$ cat src/rtl/vga_timing.sv
// VGA 800x600@60 timing generator: cascaded pixel/line counters with registered
// sync and blanking flags aligned to the counters they accompany.

package vga_pkg;

  parameter int unsigned HOR_PIXELS      = 800;
  parameter int unsigned VER_PIXELS      = 600;

  parameter int unsigned HOR_TOTAL_TIME  = 1056;
  parameter int unsigned HOR_BLANK_START = HOR_PIXELS;
  parameter int unsigned HOR_SYNC_START  = 840;
  parameter int unsigned HOR_SYNC_TIME   = 128;

  parameter int unsigned VER_TOTAL_TIME  = 628;
  parameter int unsigned VER_BLANK_START = VER_PIXELS;
  parameter int unsigned VER_SYNC_START  = 601;
  parameter int unsigned VER_SYNC_TIME   = 4;

endpackage

module vga_timing #(
  parameter int unsigned HOR_TOTAL_TIME  = vga_pkg::HOR_TOTAL_TIME,
  parameter int unsigned HOR_BLANK_START = vga_pkg::HOR_BLANK_START,
  parameter int unsigned HOR_SYNC_START  = vga_pkg::HOR_SYNC_START,
  parameter int unsigned HOR_SYNC_TIME   = vga_pkg::HOR_SYNC_TIME,
  parameter int unsigned VER_TOTAL_TIME  = vga_pkg::VER_TOTAL_TIME,
  parameter int unsigned VER_BLANK_START = vga_pkg::VER_BLANK_START,
  parameter int unsigned VER_SYNC_START  = vga_pkg::VER_SYNC_START,
  parameter int unsigned VER_SYNC_TIME   = vga_pkg::VER_SYNC_TIME
) (
  input  logic        clk,
  input  logic        rst,
  output logic [10:0] hcount,
  output logic        hsync,
  output logic        hblnk,
  output logic [10:0] vcount,
  output logic        vsync,
  output logic        vblnk
);

  // Bounds are held in 12 bits because a sync window may end exactly at 2048.
  localparam logic [10:0] HLast      = 11'(HOR_TOTAL_TIME - 1);
  localparam logic [10:0] VLast      = 11'(VER_TOTAL_TIME - 1);
  localparam logic [11:0] HBlank     = 12'(HOR_BLANK_START);
  localparam logic [11:0] HSyncStart = 12'(HOR_SYNC_START);
  localparam logic [11:0] HSyncEnd   = 12'(HOR_SYNC_START + HOR_SYNC_TIME);
  localparam logic [11:0] VBlank     = 12'(VER_BLANK_START);
  localparam logic [11:0] VSyncStart = 12'(VER_SYNC_START);
  localparam logic [11:0] VSyncEnd   = 12'(VER_SYNC_START + VER_SYNC_TIME);

  if (HOR_BLANK_START > HOR_SYNC_START || HOR_SYNC_START + HOR_SYNC_TIME > HOR_TOTAL_TIME ||
      HOR_TOTAL_TIME > 2048) begin : g_bad_hor
    $error("vga_timing: inconsistent horizontal timing parameters");
  end
  if (VER_BLANK_START > VER_SYNC_START || VER_SYNC_START + VER_SYNC_TIME > VER_TOTAL_TIME ||
      VER_TOTAL_TIME > 2048) begin : g_bad_ver
    $error("vga_timing: inconsistent vertical timing parameters");
  end

  logic [10:0] hcount_q, hcount_d;
  logic [10:0] vcount_q, vcount_d;
  logic        hsync_q, hsync_d;
  logic        hblnk_q, hblnk_d;
  logic        vsync_q, vsync_d;
  logic        vblnk_q, vblnk_d;
  logic        h_wrap;

  always_comb begin
    h_wrap   = (hcount_q == HLast);
    hcount_d = h_wrap ? 11'd0 : hcount_q + 11'd1;

    vcount_d = vcount_q;
    if (h_wrap) begin
      vcount_d = (vcount_q == VLast) ? 11'd0 : vcount_q + 11'd1;
    end

    // Flags decode the next counter values so they land on the same edge as the counters.
    hblnk_d = ({1'b0, hcount_d} >= HBlank);
    hsync_d = ({1'b0, hcount_d} >= HSyncStart) && ({1'b0, hcount_d} < HSyncEnd);
    vblnk_d = ({1'b0, vcount_d} >= VBlank);
    vsync_d = ({1'b0, vcount_d} >= VSyncStart) && ({1'b0, vcount_d} < VSyncEnd);
  end

  always_ff @(posedge clk) begin
    if (rst) begin
      hcount_q <= 11'd0;
      vcount_q <= 11'd0;
      hsync_q  <= 1'b0;
      hblnk_q  <= 1'b0;
      vsync_q  <= 1'b0;
      vblnk_q  <= 1'b0;
    end else begin
      hcount_q <= hcount_d;
      vcount_q <= vcount_d;
      hsync_q  <= hsync_d;
      hblnk_q  <= hblnk_d;
      vsync_q  <= vsync_d;
      vblnk_q  <= vblnk_d;
    end
  end

  assign hcount = hcount_q;
  assign vcount = vcount_q;
  assign hsync  = hsync_q;
  assign hblnk  = hblnk_q;
  assign vsync  = vsync_q;
  assign vblnk  = vblnk_q;

endmodule

$ cat config.mk
export PLATFORM = sky130hd
export DESIGN_NAME = vga_timing
export DESIGN_NICKNAME = d
export VERILOG_FILES = /design/src/rtl/vga_timing.sv
export SDC_FILE = /design/constraint.sdc
export NUM_CORES = 1
export LEC_CHECK = 0
export CORE_MARGIN = 5
export CORE_UTILIZATION = 55
export CTS_CLUSTER_SIZE = 20
export DETAILED_ROUTE_END_ITERATION = 10
export GPL_ROUTABILITY_DRIVEN = 0
export PLACE_DENSITY = 0.84
export SYNTH_ARGS = -nofsm -noshare
export SYNTH_HDL_FRONTEND = slang
export SYNTH_SLANG_ARGS = --single-unit
$ cat constraint.sdc
create_clock -name clk -period 7.25 [get_ports clk]
set_input_delay 0.725 -clock clk [delete_from_list [all_inputs] [get_ports clk]]
set_output_delay 0.725 -clock clk [all_outputs]
set_load 0.005 [all_outputs]
==> results of run 1 <==
[state kept, by name, summed over array words and instances, names as in the netlist]
register	cells
hcount	11
hsync	1
hblnk	1
vcount	11
vblnk	1
vsync	1
[cell type report]
type                    instances  area (µm²)  share of cell area
inverters                       3        11.3             0.00655
multi-input cells             131         858               0.499
well taps                      30        37.5              0.0218
clock buffers                   3        22.5              0.0131
flip-flops and latches         26         520               0.303
repair buffers                 27         270               0.157
[power groups by stage]
| stage | logic (mW) | registers (mW) | clock network [mW] |
|---|---|---|---|
| final | 0.0119 | 0.147 | 0.0623 |
| after global routing | 0.0132 | 0.148 | 0.0687 |
| after CTS | 0.0121 | 0.147 | 0.0630 |
| after detailed placement | 0.0120 | 0.150 | 0 |
| after global placement | 0.0119 | 0.150 | 0 |
| after floorplan | 0.00608 | 0.150 | 0 |
[how the worst min path moves through the flow]
stage                              start  depth (start not counted)                   end  slack [ns]
floorplan           hcount[0]$_SDFF_PP0_                          1  hcount[0]$_SDFF_PP0_        0.48
global placement    hcount[0]$_SDFF_PP0_                          1  hcount[0]$_SDFF_PP0_        0.48
detailed placement  hcount[0]$_SDFF_PP0_                          1  hcount[0]$_SDFF_PP0_        0.49
CTS                 hcount[0]$_SDFF_PP0_                          1  hcount[0]$_SDFF_PP0_        0.51
global route        hcount[0]$_SDFF_PP0_                          1  hcount[0]$_SDFF_PP0_        0.52
finish              hcount[0]$_SDFF_PP0_                          1  hcount[0]$_SDFF_PP0_        0.51
[synthesized netlist by cell type, types with 2 or more instances]
cell / n / share of area
nor4_1: 2 / 0.0087
nor2_1: 26 / 0.068
xnor2_1: 5 / 0.030
xor2_1: 11 / 0.067
nand2_1: 16 / 0.042
inv_1: 3 / 0.0078
nor2b_1: 3 / 0.013
o211ai_1: 2 / 0.010
a21o_1: 4 / 0.021
buf_6: 2 / 0.016
nor2_4: 2 / 0.016
ha_1: 2 / 0.017
o22ai_1: 2 / 0.0087
nor4b_1: 2 / 0.012
nand3_1: 8 / 0.028
nor3_1: 6 / 0.021
and3_1: 3 / 0.013
dfxtp_1: 26 / 0.36
nand4_1: 4 / 0.017
or3_1: 2 / 0.0087
a31oi_1: 2 / 0.0087
clkbuf_1: 3 / 0.0078
a21oi_1: 6 / 0.021
[worst max-delay path, delay by kind of cell (launching register included)]
family           cells  cell delay, ns
AND/OR/NAND/NOR      5            1.74
XOR/XNOR             1            0.38
AO/OA/AOI/OAI        1            0.16
flip-flops           1            0.44
[routing by layer]
metal	vias to the layer above	part of all wire
met5	-	0
met4	0	0.018
met3	5	0.030
met2	22	0.48
met1	604	0.47
li1	636	-
[stage by stage]
step,total power [mW],instances,util
3_3_place_gp,0.162,217,0.685
6_report,0.222,220,0.694
5_1_grt,0.230,220,0.694
4_1_cts,0.222,220,0.694
3_5_place_dp,0.162,217,0.685
2_1_floorplan,0.156,167,-
[logic make-up after synthesis]
| logic type | after synthesis | share of synthesized area |
|---|---|---|
| and+or+nand+nor | 86 | 0.342 |
| DFF | 26 | 0.362 |
| buffers and inverters | 10 | 0.0401 |
| AOI/OAI and AO/OA | 27 | 0.140 |
| adders and majority gates | 2 | 0.0174 |
| xor gates and xnor gates | 16 | 0.0976 |
==> flow_metrics.env, run 1 <==
export IMPL_antenna_found_initial=0
export IMPL_setup_viol=0
export IMPL_area_delta_synth_final_pct=19.8
export IMPL_start_kind="flop"
export IMPL_yosysWarnings=0
export IMPL_fillCellCount=222
export IMPL_syn_instance_count=167
export IMPL_clock_power_share=0.281
export IMPL_worstPathCellList="or4_4 > nor3_4 > nand4_1 > xor2_1 > nand4b_4 > nor4b_4 > o21a_1"
export IMPL_p_leak_nw=0.647
export IMPL_wire_per_inst_um=13.7
export IMPL_clk_pin_slew_ns=0.14
export IMPL_postCtsSetupRepairBufs=0
export IMPL_synth_edff_count=0
export IMPL_rows=18
export IMPL_stdcell_area_mm2=0.00172
export IMPL_ir_drop_uv=118
export IMPL_rr_startpoint="hcount[5]$_SDFF_PP0_"
export IMPL_layout_commonest_cell="clkdlybuf4s50_1"
export IMPL_fin_ws_ns=4.49
export IMPL_die_h_um=61.1
export IMPL_h_tree_depth=1
export IMPL_reg2regPathDepth=7
export IMPL_met1_usage=0.241
export IMPL_arrival_ns=3.04
export IMPL_drt_iter0_markers=55
export IMPL_syn_num_nets=171
export IMPL_outcome="complete, no violations"
export IMPL_comb_power_share=0.054
export IMPL_slew_limit_headroom=0.413
export IMPL_path_max_fanout=17
export IMPL_postRouteAntennaNets=0
export IMPL_start_util=0.580
export IMPL_slowest_stage="or4_4"
export IMPL_min_period_ns=2.76
export IMPL_skew_ns=0.00307
export IMPL_critPathMaxStageDelay_ns=0.60
export IMPL_r2r_end="vsync$_SDFF_PP0_"
export IMPL_finalHoldViolCount=0
export IMPL_grt_max_degree=24
export IMPL_worstMarginPinSlew_ns=0.878
export IMPL_die_area_mm2=0.00373
export IMPL_final_cell_mix="27 x clkdlybuf4s50_1, 26 x nor2_1, 26 x dfxtp_1, 16 x nand2_1, 11 x xor2_1"
export IMPL_clk_path_buf_depth=2
export IMPL_grt_pass1_wl_mm=5.25
export IMPL_cts_root_buf="clkbuf_4"
export IMPL_placed_area_mm2=0.00170
export IMPL_cts_resized_gates=0
export IMPL_cts_tree="built"
export IMPL_p_seq_frac=0.665
export IMPL_maxSlewViolCount=0
export IMPL_fin_crit_sh=0.381
export IMPL_switching_share=0.231
export IMPL_required_ns=7.53
export IMPL_seq_area_frac_synth=0.362
export IMPL_synth_ff_type="dfxtp_1"
export IMPL_remaining_drc_errors=0
export IMPL_drive_gt1_frac=0.0947
export IMPL_critPathKind="reg -> reg"
export IMPL_ys_ff_latch=26
export IMPL_n_antenna_cell=0
export IMPL_layout_nets=196
export IMPL_synth_cell_types=48
export IMPL_fin_setup_tns_ns=0
export IMPL_switchingPower_mw=0.0512
export IMPL_hold_path_class="reg -> reg"
export IMPL_grt_busiest_layer="met2"
export IMPL_grt_pass1_vias=1195
export IMPL_viasPerCell=5.76
export IMPL_p_per_area_mw_per_mm2=129
export IMPL_worstSetupStartpoint="hcount[5]$_SDFF_PP0_"
export IMPL_die_width_um=61.1
export IMPL_port_buffers=27
export IMPL_cap_viol_max_count=0
export IMPL_fmax_mhz=362
export IMPL_io_pins=28
export IMPL_overflow=0
export IMPL_synth_area_mm2=0.00144
export IMPL_groute_usage_overall=0.185
export IMPL_cts_made_buffers=3
export IMPL_endpoint="vsync$_SDFF_PP0_"
export IMPL_holdWs_ns=0.513
export IMPL_rsz0062_at_grt="false"
export IMPL_grt_use_met3=0.0294
export IMPL_clkLatencyLatePin_ns=0.32
export IMPL_internal_power_mw=0.170
export IMPL_hpwlAfterDp_mm=2.22
export IMPL_ys_async_sr_fraction=0
export IMPL_dr_pass1_iters=4
export IMPL_syn_mean_instance_area_um2=8.60
export IMPL_end_kind="flop"
export IMPL_vias=1267
export IMPL_drt_total_wl_mm=3.01
export IMPL_postCtsHoldBufs=0
export IMPL_clkSinkCount=26
export IMPL_use_met2=0.299
export IMPL_dp_slack_ns=4.51
export IMPL_ff2ff_setup_slack_ns=4.49
export IMPL_core_mm2=0.00248
No activity file was read; power rests on OpenSTA's default activity.
==> run 2, diff against run 1 <==
--- a/config.mk
+++ b/config.mk
@@ -6,11 +6,11 @@
 export NUM_CORES = 1
 export LEC_CHECK = 0
 export CORE_MARGIN = 5
-export CORE_UTILIZATION = 55
+export CORE_UTILIZATION = 46
 export CTS_CLUSTER_SIZE = 20
 export DETAILED_ROUTE_END_ITERATION = 10
 export GPL_ROUTABILITY_DRIVEN = 0
-export PLACE_DENSITY = 0.84
+export PLACE_DENSITY = 0.75
 export SYNTH_ARGS = -nofsm -noshare
 export SYNTH_HDL_FRONTEND = slang
 export SYNTH_SLANG_ARGS = --single-unit
==> constraint.sdc (replaced) <==
create_clock -name clk -period 2.39 [get_ports clk]
set_input_delay 0.239 -clock clk [delete_from_list [all_inputs] [get_ports clk]]
set_output_delay 0.239 -clock clk [all_outputs]
set_load 0.005 [all_outputs]
==> run 2 against run 1 <==
- sequential power rose to 3.0 times the previous value
- hold slack better by 0.019 ns
- fmax grew 24%
- largest cell class unchanged
- largest power group unchanged
==> flow_metrics.env, run 2 (synthesized netlist as in run 1, its figures left out) <==
export IMPL_wire_per_inst_um=13.4
export IMPL_cap_viol_max_count=0
export IMPL_end_kind="flop"
export IMPL_min_path_cells=1
export IMPL_reg2regPathDepth=9
export IMPL_hp_start="hcount[0]$_SDFF_PP0_"
export IMPL_final_cell_mix="27 x clkdlybuf4s50_1, 26 x nor2_1, 26 x dfxtp_1, 16 x nand2_1, 14 x buf_4"
export IMPL_setup_viol=0
export IMPL_clk_path_buf_depth=2
export IMPL_layout_nets=210
export IMPL_grt_pass1_vias=1203
export IMPL_rr_startpoint="hcount[0]$_SDFF_PP0_"
export IMPL_antenna_found_initial=0
export IMPL_arrival_ns=2.52
export IMPL_p_leak_nw=0.731
export IMPL_start_kind="flop"
export IMPL_vias=1304
export IMPL_ff2ff_setup_slack_ns=0.16
export IMPL_fin_setup_tns_ns=0
export IMPL_die_area_mm2=0.00434
export IMPL_final_core_util=0.618
export IMPL_critPathKind="reg -> reg"
export IMPL_cts_made_buffers=3
export IMPL_finalHoldViolCount=0
export IMPL_area_delta_synth_final_pct=30.3
export IMPL_hold_path_class="reg -> reg"
export IMPL_layout_commonest_cell="clkdlybuf4s50_1"
export IMPL_grt_max_degree=18
export IMPL_r2r_end="vsync$_SDFF_PP0_"
export IMPL_final_cells=249
export IMPL_ir_drop_uv=283
export IMPL_cts_tree="built"
export IMPL_required_ns=2.67
export IMPL_drt_iter0_markers=81
export IMPL_groute_usage_overall=0.165
export IMPL_overflow=0
export IMPL_dp_cells=243
export IMPL_drt_total_wl_mm=3.34
export IMPL_maxSlewViolCount=0
export IMPL_n_antenna_cell=0
export IMPL_path_max_fanout=5
export IMPL_p_per_area_mw_per_mm2=380
export IMPL_drive_gt1_frac=0.176
export IMPL_hpwlAfterDp_mm=2.61
export IMPL_port_buffers=27
export IMPL_min_period_ns=2.23
export IMPL_clkSinkCount=26
export IMPL_outcome="complete, no violations"
export IMPL_postRouteAntennaNets=0
export IMPL_viasPerCell=5.24
export IMPL_cts_root_buf="clkbuf_4"
export IMPL_clk_pin_slew_ns=0.14
export IMPL_dr_pass1_iters=4
export IMPL_die_h_um=65.9
export IMPL_fin_crit_sh=0.935
export IMPL_remaining_drc_errors=0
export IMPL_slew_limit_headroom=0.756
export IMPL_io_pins=28
export IMPL_rows=20
export IMPL_start_util=0.474
export IMPL_fmax_mhz=447
export IMPL_h_tree_depth=1
export IMPL_core_mm2=0.00303
export IMPL_worstMarginPinSlew_ns=0.365
export IMPL_grt_pass1_wl_mm=5.64
export IMPL_die_width_um=65.9
export IMPL_min_to="hcount[0]$_SDFF_PP0_"
export IMPL_clkLatencyLatePin_ns=0.32
export IMPL_postCtsHoldBufs=0
export IMPL_skew_ns=0.00126
## run 2: cell count changes in the layout (fill, tap and decap cells not counted), sizes merged
cell and change:
buf +14, clkbuf +1
## run 2: repair_timing
action                                  4_1_cts  5_1_grt
endpoints found under the setup margin        0        2
hold endpoints to repair                      0        0
resized for setup                             0        3
buffers inserted                              0        2
## run 2: how the worst max path moves through the flow
stage / slack, ns / cells past startpoint / start / end
2_1_floorplan: 0.04 / 8 / hcount[5]$_SDFF_PP0_ / vsync$_SDFF_PP0_
5_1_grt: -0.0009 / 9 / hcount[0]$_SDFF_PP0_ / vsync$_SDFF_PP0_
3_3_place_gp: 0.19 / 6 / hcount[5]$_SDFF_PP0_ / vsync$_SDFF_PP0_
4_1_cts: 0.07 / 7 / hcount[0]$_SDFF_PP0_ / vsync$_SDFF_PP0_
3_5_place_dp: 0.1 / 7 / hcount[0]$_SDFF_PP0_ / vsync$_SDFF_PP0_
6_report: 0.16 / 9 / hcount[0]$_SDFF_PP0_ / vsync$_SDFF_PP0_
## run 2: cell type report
cell class	instances	area (µm²)
fillers	261	1160
multi-input cells	131	873
flip-flops and latches	26	520
repair buffers	41	375
well taps	44	55.1
clock buffers	4	36.3
inverters	3	11.3
## run 2: critical path: stages (launching register included)
cell and delay, ns:
dfxtp_1 0.42, ha_2 0.24, nand4_1 0.22, nor3_4 0.29, buf_4 0.16, o21ai_2 0.07
a22oi_4 0.24, nand4b_4 0.13, nor4b_4 0.28, o21a_1 0.15
## run 2: through the flow
stage,setup WS [ns],hold slack [ns],instance area [µm²],total power [mW]
4_1_cts,0.0651,0.548,1840,0.721
2_1_floorplan,0.0388,0.313,1440,0.474
6_report,0.155,0.532,1870,0.711
5_1_grt,-0.000854,0.570,1870,0.753
3_5_place_dp,0.0990,0.524,1810,0.495
3_3_place_gp,0.192,0.462,1810,0.493
## run 2: report_power, final
| part | leakage, nW | total [mW] | internal [mW] | switching, mW |
|---|---|---|---|---|
| combinational | 0.500 | 0.0381 | 0.0196 | 0.0185 |
| sequential | 0.210 | 0.447 | 0.439 | 0.00789 |
| clock | 0.0210 | 0.226 | 0.0932 | 0.132 |
## run 2: metal layers
metal | track usage | part of all wire
met5 | 0 | 0
met4 | 0.0544 | 0.0057
met3 | 0.0255 | 0.041
met2 | 0.274 | 0.49
met1 | 0.217 | 0.47
==> run 3, diff against run 2 <==
--- a/config.mk
+++ b/config.mk
@@ -6,11 +6,11 @@
 export NUM_CORES = 1
 export LEC_CHECK = 0
 export CORE_MARGIN = 5
-export CORE_UTILIZATION = 46
+export CORE_UTILIZATION = 51
 export CTS_CLUSTER_SIZE = 20
 export DETAILED_ROUTE_END_ITERATION = 10
 export GPL_ROUTABILITY_DRIVEN = 0
-export PLACE_DENSITY = 0.75
+export PLACE_DENSITY = 0.79
 export SYNTH_ARGS = -nofsm -noshare
 export SYNTH_HDL_FRONTEND = slang
 export SYNTH_SLANG_ARGS = --single-unit
==> constraint.sdc (replaced) <==
create_clock -name clk -period 2.2 [get_ports clk]
set_input_delay 0.22 -clock clk [delete_from_list [all_inputs] [get_ports clk]]
set_output_delay 0.22 -clock clk [all_outputs]
set_load 0.005 [all_outputs]
==> run 3 against run 2 <==
- the flow now finishes with violations (negative setup slack)
- fmax fell by 0.33%
- critical path depth down 2
- sequential power grew 8.3%
- utilization up 9.1 points
- total power rose by 9.6%
- clock power grew 9.7%
- critical endpoint unchanged
==> flow_metrics.env, run 3 (synthesized netlist as in run 1, its figures left out) <==
export IMPL_worstPathCellList="or4_4 > nor3_4 > nand4_1 > xor2_2 > nand4b_4 > nor4b_4 > o21a_1"
export IMPL_reg2regPathDepth=7
export IMPL_die_area_mm2=0.00398
export IMPL_vias=1378
export IMPL_outcome="complete, but fails checks"
export IMPL_p_per_area_mw_per_mm2=402
export IMPL_critPathTopFamily="simple AND/OR/NAND/NOR gates"
export IMPL_viasPerCell=5.62
export IMPL_setup_viol=2
export IMPL_drive_gt1_frac=0.220
export IMPL_worstMarginPinSlew_ns=0.531
export IMPL_area_delta_synth_final_pct=35.0
export IMPL_power_mw=0.779
export IMPL_cts_root_buf="clkbuf_4"
export IMPL_drt_total_wl_mm=3.64
export IMPL_dp_slack_ns=-0.0455
export IMPL_regArea_um2=522
export IMPL_cts_tree="built"
export IMPL_arrival_ns=2.52
export IMPL_postRouteAntennaNets=0
export IMPL_fillCellCount=224
export IMPL_core_mm2=0.00273
export IMPL_multi_input_area_um2=885
export IMPL_start_util=0.525
export IMPL_n_antenna_cell=0
export IMPL_failed_checks="negative setup slack"
export IMPL_layout_commonest_cell="clkdlybuf4s50_1"
export IMPL_worstSetupStartpoint="hcount[5]$_SDFF_PP0_"
export IMPL_fin_ws_ns=-0.0424
export IMPL_fin_setup_tns_ns=-0.0476
export IMPL_die_h_um=63.1
export IMPL_endpoint="vsync$_SDFF_PP0_"
export IMPL_slowest_stage="or4_4"
export IMPL_hpwlAfterDp_mm=2.79
export IMPL_ir_drop_uv=464
export IMPL_grt_pass1_vias=1325
export IMPL_r2r_end="vsync$_SDFF_PP0_"
export IMPL_drt_iter0_markers=70
export IMPL_path_max_fanout=4
export IMPL_layout_nets=219
export IMPL_overflow=0
export IMPL_antenna_found_initial=0
export IMPL_skew_ns=0.00450
export IMPL_postCtsHoldBufs=0
export IMPL_clk_pin_slew_ns=0.14
export IMPL_critPathMaxStageDelay_ns=0.56
export IMPL_cap_viol_max_count=0
export IMPL_finalHoldViolCount=0
export IMPL_port_buffers=27
export IMPL_wire_per_inst_um=14.9
export IMPL_crit_cells=7
export IMPL_path_buf_inv=0
export IMPL_rows=19
export IMPL_rsz0062_at_grt="true"
export IMPL_remaining_drc_errors=0
export IMPL_clk_path_buf_depth=2
export IMPL_groute_usage_overall=0.185
export IMPL_slew_limit_headroom=0.645
export IMPL_grt_pass1_wl_mm=6.03
export IMPL_maxSlewViolCount=0
export IMPL_hold_path_class="reg -> reg"
export IMPL_die_width_um=63.1
export IMPL_min_period_ns=2.24
export IMPL_critPathKind="reg -> reg"
export IMPL_holdWs_ns=0.503
export IMPL_final_core_util=0.709
export IMPL_fin_crit_sh=1.02
export IMPL_required_ns=2.48
export IMPL_final_cell_mix="27 x clkdlybuf4s50_1, 26 x nor2_1, 25 x dfxtp_1, 22 x buf_4, 16 x nand2_1"
export IMPL_p_leak_nw=0.805
export IMPL_grt_max_degree=15
export IMPL_cts_made_buffers=3
export IMPL_end_kind="flop"
export IMPL_clkSinkCount=26
export IMPL_io_pins=28
export IMPL_clkLatencyLatePin_ns=0.32
export IMPL_fmax_mhz=446
export IMPL_rr_startpoint="hcount[5]$_SDFF_PP0_"
export IMPL_start_kind="flop"
export IMPL_dr_pass1_iters=4
export IMPL_h_tree_depth=1
export IMPL_ff2ff_setup_slack_ns=-0.04
run 3: cell types whose count changed in the layout (fill, tap and decap cells not counted):
cell,before,now
buf_4,14,22
buf_6,0,1
dfxtp_1,26,25
dfxtp_2,0,1
ha_1,1,2
ha_2,1,0
nor4b_1,2,1
nor4b_2,0,1
xor2_1,10,9
xor2_2,1,2
run 3: how the worst min path moves through the flow:
stage                     slack [ns]                 start                    to  depth (start not counted)
after floorplan                 0.29                   rst  vcount[3]$_SDFF_PP0_                          1
after global placement          0.47  hcount[0]$_SDFF_PP0_  hcount[0]$_SDFF_PP0_                          1
after detailed placement        0.48  hcount[0]$_SDFF_PP0_  hcount[0]$_SDFF_PP0_                          1
after CTS                       0.51  hcount[0]$_SDFF_PP0_  hcount[0]$_SDFF_PP0_                          1
after global routing            0.54  hcount[0]$_SDFF_PP0_  hcount[0]$_SDFF_PP0_                          1
final                           0.50  hcount[0]$_SDFF_PP0_  hcount[0]$_SDFF_PP0_                          1
run 3: timing repair:
| action | in CTS | in global routing |
|---|---|---|
| endpoints found under the setup margin | 2 | 2 |
| setup buffers | 1 | 3 |
| pin swaps | 0 | 3 |
| resized for setup | 1 | 3 |
run 3: per-stage QoR:
step / instance area [µm²] / std cells
floorplan: 1450 / 167
global placement: 1850 / 237
detailed placement: 1850 / 237
CTS: 1900 / 242
global route: 1940 / 245
finish: 1940 / 245
run 3: final cells by class:
cell class | instances | area share
flip-flops and latches | 26 | 0.269
repair buffers | 50 | 0.230
inverters | 3 | 0.00581
well taps | 31 | 0.0200
multi-input cells | 131 | 0.456
clock buffers | 4 | 0.0187
run 3: where the power goes:
part / switching [mW] / total, mW / internal [mW]
Clock: 0.146 / 0.248 / 0.101
Combinational: 0.0239 / 0.0478 / 0.0239
Sequential: 0.00653 / 0.484 / 0.477
run 3: per-layer routing:
metal / up-vias / global-route usage / wire length (µm)
li1: 679 / - / -
met1: 643 / 0.236 / 1640
met2: 48 / 0.310 / 1770
met3: 8 / 0.0337 / 162
met4: 0 / 0.0610 / 64
met5: - / 0 / 0
